==> src/rtl/wb_regfile.sv <==
// Write-back latches and general-register file for the 16-bit five-stage pipeline.
// Optional build macro REGFILE_ZERO_GR0_EN hard-wires gr0 to zero.

`ifndef EXEC
`define EXEC  1'b1
`endif
`ifndef IDLE
`define IDLE  1'b0
`endif
`ifndef NOP
`define NOP   5'b00000
`endif
`ifndef HALT
`define HALT  5'b00001
`endif
`ifndef LOAD
`define LOAD  5'b00010
`endif
`ifndef STORE
`define STORE 5'b00011
`endif
`ifndef SLL
`define SLL   5'b00100
`endif
`ifndef SLA
`define SLA   5'b00101
`endif
`ifndef SRL
`define SRL   5'b00110
`endif
`ifndef SRA
`define SRA   5'b00111
`endif
`ifndef ADD
`define ADD   5'b01000
`endif
`ifndef ADDI
`define ADDI  5'b01001
`endif
`ifndef SUB
`define SUB   5'b01010
`endif
`ifndef SUBI
`define SUBI  5'b01011
`endif
`ifndef CMP
`define CMP   5'b01100
`endif
`ifndef AND
`define AND   5'b01101
`endif
`ifndef OR
`define OR    5'b01110
`endif
`ifndef XOR
`define XOR   5'b01111
`endif
`ifndef LDIH
`define LDIH  5'b10000
`endif
`ifndef ADDC
`define ADDC  5'b10001
`endif
`ifndef SUBC
`define SUBC  5'b10010
`endif

module wb_regfile #(
  parameter int RETIRE_W = 16
) (
  input  logic                clock,
  input  logic                reset,
  input  logic                state,
  input  logic [15:0]         mem_ir,
  input  logic [15:0]         reg_C,
  input  logic [15:0]         d_datain,
  output logic [15:0]         wb_ir,
  output logic [15:0]         reg_C1,
  output logic [15:0]         gr0,
  output logic [15:0]         gr1,
  output logic [15:0]         gr2,
  output logic [15:0]         gr3,
  output logic [15:0]         gr4,
  output logic [15:0]         gr5,
  output logic [15:0]         gr6,
  output logic [15:0]         gr7,
  output logic [RETIRE_W-1:0] retire_cnt,
  output logic                halted
);

  logic [15:0]         wb_ir_q, wb_ir_d;
  logic [15:0]         reg_c1_q, reg_c1_d;
  logic [15:0]         gr_q [0:7];
  logic [15:0]         gr_d [0:7];
  logic [RETIRE_W-1:0] retire_cnt_q, retire_cnt_d;
  logic                halted_q, halted_d;
  logic                advance_s;
  logic                commit_s;

  function automatic logic is_writer(input logic [4:0] op);
    case (op)
      `LOAD, `LDIH, `ADD, `ADDI, `ADDC, `SUB, `SUBI, `SUBC,
      `AND, `OR, `XOR, `SLL, `SRL, `SLA, `SRA: is_writer = 1'b1;
      default:                                  is_writer = 1'b0;
    endcase
  endfunction

  assign advance_s = (state == `EXEC) && !halted_q;

  // Commits to gr use the WB latches as they stood before this edge.
`ifdef REGFILE_ZERO_GR0_EN
  assign commit_s = advance_s && is_writer(wb_ir_q[15:11]) && (wb_ir_q[10:8] != 3'd0);
`else
  assign commit_s = advance_s && is_writer(wb_ir_q[15:11]);
`endif

  // Next-state for WB latches, register file, retirement count and halt flag.
  always_comb begin
    wb_ir_d      = wb_ir_q;
    reg_c1_d     = reg_c1_q;
    retire_cnt_d = retire_cnt_q;
    halted_d     = halted_q;
    for (int i = 0; i < 8; i++) begin
      if (commit_s && (wb_ir_q[10:8] == 3'(i))) begin
        gr_d[i] = reg_c1_q;
      end else begin
        gr_d[i] = gr_q[i];
      end
    end
    if (advance_s) begin
      wb_ir_d  = mem_ir;
      reg_c1_d = (mem_ir[15:11] == `LOAD) ? d_datain : reg_C;
      if (wb_ir_q != 16'h0000) begin
        retire_cnt_d = retire_cnt_q + RETIRE_W'(1);
      end else begin
        retire_cnt_d = retire_cnt_q;
      end
      if (wb_ir_q[15:11] == `HALT) begin
        halted_d = 1'b1;
      end else begin
        halted_d = halted_q;
      end
    end else begin
      wb_ir_d = wb_ir_q;
    end
`ifdef REGFILE_ZERO_GR0_EN
    gr_d[0] = 16'h0000;
`endif
  end

  // State registers with asynchronous clear.
  always_ff @(posedge clock or negedge reset) begin
    if (!reset) begin
      wb_ir_q      <= 16'h0000;
      reg_c1_q     <= 16'h0000;
      retire_cnt_q <= '0;
      halted_q     <= 1'b0;
      for (int i = 0; i < 8; i++) gr_q[i] <= 16'h0000;
    end else begin
      wb_ir_q      <= wb_ir_d;
      reg_c1_q     <= reg_c1_d;
      retire_cnt_q <= retire_cnt_d;
      halted_q     <= halted_d;
      for (int i = 0; i < 8; i++) gr_q[i] <= gr_d[i];
    end
  end

  assign wb_ir      = wb_ir_q;
  assign reg_C1     = reg_c1_q;
  assign retire_cnt = retire_cnt_q;
  assign halted     = halted_q;
  assign gr0        = gr_q[0];
  assign gr1        = gr_q[1];
  assign gr2        = gr_q[2];
  assign gr3        = gr_q[3];
  assign gr4        = gr_q[4];
  assign gr5        = gr_q[5];
  assign gr6        = gr_q[6];
  assign gr7        = gr_q[7];

endmodule

==> config.mk <==
export PLATFORM = sky130hd
export DESIGN_NAME = wb_regfile
export DESIGN_NICKNAME = d
export VERILOG_FILES = /design/src/rtl/wb_regfile.sv
export SDC_FILE = /design/constraint.sdc
export NUM_CORES = 1
export LEC_CHECK = 0
export ABC_AREA = 1
export ABC_CLOCK_PERIOD_IN_PS = 1900
export CORE_ASPECT_RATIO = 1.1
export CORE_MARGIN = 5
export CORE_UTILIZATION = 48
export DETAILED_ROUTE_END_ITERATION = 12
export GPL_TIMING_DRIVEN = 1
export PLACE_DENSITY_LB_ADDON = 0.08
export SYNTH_ARGS = -nofsm -noshare
export SYNTH_HDL_FRONTEND = slang
export SYNTH_SLANG_ARGS = --single-unit
==> constraint.sdc <==
create_clock -name clock -period 1.9 [get_ports clock]
set_clock_uncertainty 0.05 [all_clocks]
set_input_delay 0.38 -clock clock [delete_from_list [all_inputs] [get_ports clock]]
set_output_delay 0.38 -clock clock [all_outputs]
set_load 0.02 [all_outputs]
==> impl_metrics.env <==
export IMPL_hold_viol_final=0
export IMPL_grt_pass1_vias=7295
export IMPL_p_per_area_mw_per_mm2=699.4
export IMPL_h_tree_depth=4
export IMPL_synthTopCellsByCount="nand2_1, dfrtp_1, nand4_1"
export IMPL_cts_tree="yes"
export IMPL_cpPeakStageDelay_ns=0.62
export IMPL_place_congestion=0.8513
export IMPL_syn_avg_cell_area_um2=8.483
export IMPL_synth_top_cell_area_share=0.5688
export IMPL_cp_num_buf_inv=1
export IMPL_setup_viol_count_final=0
export IMPL_clk_latency_ns=0.43
export IMPL_crit_required_ns=1.47
export IMPL_synth_top_area_cell="dfrtp_1"
export IMPL_crit_type="register to output port"
export IMPL_fp_coreArea_mm2=0.01580
export IMPL_crit_path_max_fanout=2
export IMPL_clock_path_buffers=2
export IMPL_drt_initial_drc_count=727
export IMPL_grt_max_degree=56
export IMPL_slowest_stage="clkdlybuf4s50_1"
export IMPL_clk_pin_slew_ns=0.07
export IMPL_grt_pass1_wl_um=40050
export IMPL_max_vdd_ir_drop_v=0.0005816
export IMPL_fillers=1269
export IMPL_overflow=0
export IMPL_synth_ff_type="dfrtp_1"
export IMPL_synth_enable_flop_cells=0
export IMPL_cts_num_sinks=177
export IMPL_io_pins=228
export IMPL_yosys_cell_count_top_type="nand2_1"
export IMPL_min_period_ns=1.866
export IMPL_die_y_um=143.6
export IMPL_place_inst=1338
export IMPL_cap_violations=0
export IMPL_nets=1210
export IMPL_hp_class="input pin to asynchronous set/reset pin"
export IMPL_synth_cell_types=19
export IMPL_numCtsBuffers=17
export IMPL_syn_area_mm2=0.007787
export IMPL_final_cells=1372
export IMPL_finish_utilization=0.7152
export IMPL_synthToLayoutAreaGrowth_pct=45.07
export IMPL_synth_seq_cells=177
export IMPL_num_vias=7595
export IMPL_path_cells="clkdlybuf4s50_1"
export IMPL_synthTopCellsByArea="dfrtp_1, nand2_1, nand4_1"
export IMPL_synth_warnings=0
export IMPL_async_flop_share=1.000
export IMPL_std_cell_rows=48
export IMPL_status="completed"
export IMPL_p_leak_nw=6.125
export IMPL_synth_seq_area_share=0.5688
export IMPL_antenna_left=0
export IMPL_slew_viol_final=0
export IMPL_dp_hpwl_um=17480
export IMPL_wl_um=25540
export IMPL_grt_util_all_layers=0.2674
export IMPL_syn_nets=970
export IMPL_cp_start_kind="register"
export IMPL_cp_end_kind="output port"
export IMPL_crit_arrival_ns=1.44
export IMPL_drive_gt1_frac=0.08625
export IMPL_worst_pin_slew_ns=0.5328
export IMPL_syn_inst=918
export IMPL_fp_dieW_um=131.4
export IMPL_slew_headroom=0.6448
export IMPL_portBuffers=227
export IMPL_clk_root_buffer_cell="clkbuf_16"
export IMPL_antenna_found_initial=1
export IMPL_initial_core_util=0.4930
export IMPL_wl_per_cell_um=18.62
export IMPL_fp_dieArea_mm2=0.01887
export IMPL_viasPerCell=5.536
export IMPL_clock_fmax_mhz=536.0
export IMPL_crit_family="buffers and inverters"
export IMPL_drc=0
export IMPL_fin_crit_sh=0.9819
export IMPL_dr_pass1_iters=5
repair_timing:
action,CTS,global route
endpoints found under the hold margin,48,0
pin swaps,0,0
setup endpoints to repair,24,131
resized for setup,24,30
hold buffers,1,0
buffers inserted,0,0
routing by layer:
layer  track usage  part of all wire  up-vias
li1              -                 -     3570
met1        0.3472              0.41     3622
met2        0.4372              0.48      344
met3       0.07143             0.080       59
met4       0.09583             0.030        0
met5             0                 0        -
placed cells by master (no fill, tap or decap), types with 2 or more instances in the layout:
master and instances:
nand4_1 150, o21ai_0 10, a21oi_1 33, clkinvlp_4 2, nand3_1 17, inv_6 2, dfrtp_1 177, dlymetal6s2s_1 29
nand2_1 374, clkinv_1 2, nor2_1 51, xnor2_1 7, inv_1 17, clkbuf_1 2, bufinv_16 5, buf_12 8
clkbuf_16 17, buf_4 59, clkinv_4 2, clkdlybuf4s50_1 173, dlygate4sd2_1 24
sequential cells by signal, summed over array words and instances, names as in the netlist:
name / cells
gr3: 16
gr2: 16
retire_cnt: 16
gr4: 16
halted: 1
gr1: 16
gr5: 16
gr0: 16
reg_C1: 16
gr7: 16
gr6: 16
wb_ir: 16
cell families (layout without fill, tap and decap cells):
| logic type | after synthesis | in the layout | share of synthesized area |
|---|---|---|---|
| flip-flops | 177 | 177 | 0.5688 |
| buffers and inverters | 93 | 346 | 0.05302 |
| other | 0 | 1 | 0 |
| XOR/XNOR | 8 | 8 | 0.008998 |
| AO/OA/AOI/OAI | 46 | 46 | 0.03085 |
| adder cells (fa/ha/maj) | 1 | 1 | 0.001606 |
| AND/OR/NAND/NOR | 593 | 593 | 0.3368 |
cell type report:
cell class,instances,area (µm²),share of cell area
Antenna cell,1,2.502,0.0002215
Clock buffer,20,446.7,0.03954
Clock inverter,12,205.2,0.01816
Inverter,19,71.32,0.006313
Multi-Input combinational cell,648,2963,0.2623
Sequential cell,177,4429,0.3921
Tap cell,200,250.2,0.02215
Timing Repair Buffer,295,2929,0.2593
power breakdown:
group / switching [mW] / total (mW) / internal [mW] / leakage (nW)
sequential: 0 / 3.77 / 3.77 / 2.44
clock: 1.52 / 3.90 / 2.38 / 0.311
combinational: 0.116 / 0.234 / 0.118 / 3.37
stage by stage:
stage / power (mW) / setup WS (ns) / hold WS, ns / setup TNS (ns) / instance area [µm²]
floorplan: 3.857 / 0.1563 / 0.03441 / 0 / 7787
global placement: 4.074 / -0.05361 / 0.3274 / -4.494 / 10590
detailed placement: 4.074 / -0.08348 / 0.3241 / -6.372 / 10590
CTS: 7.935 / 0.008052 / 0.4189 / 0 / 11220
global route: 8.130 / -0.007470 / 0.4269 / -0.007470 / 11300
finish: 7.901 / 0.03434 / 0.4187 / 0 / 11300
final timing paths:
check	startpoint	to	slack (ns)	cells past startpoint
hold / removal	reset	gr7[12]	0.42	2
max in group asynchronous	reset	gr5[6]	0.74	3
min in group clock	gr7[8]	gr7[8]	0.42	2
setup reg to reg	wb_ir[13]	gr5[12]	0.15	8
hold reg to reg	gr7[8]	gr7[8]	0.42	2
setup / recovery	gr2[5]	gr2[5]	0.03	1
Power figures use the tool's default switching activity.
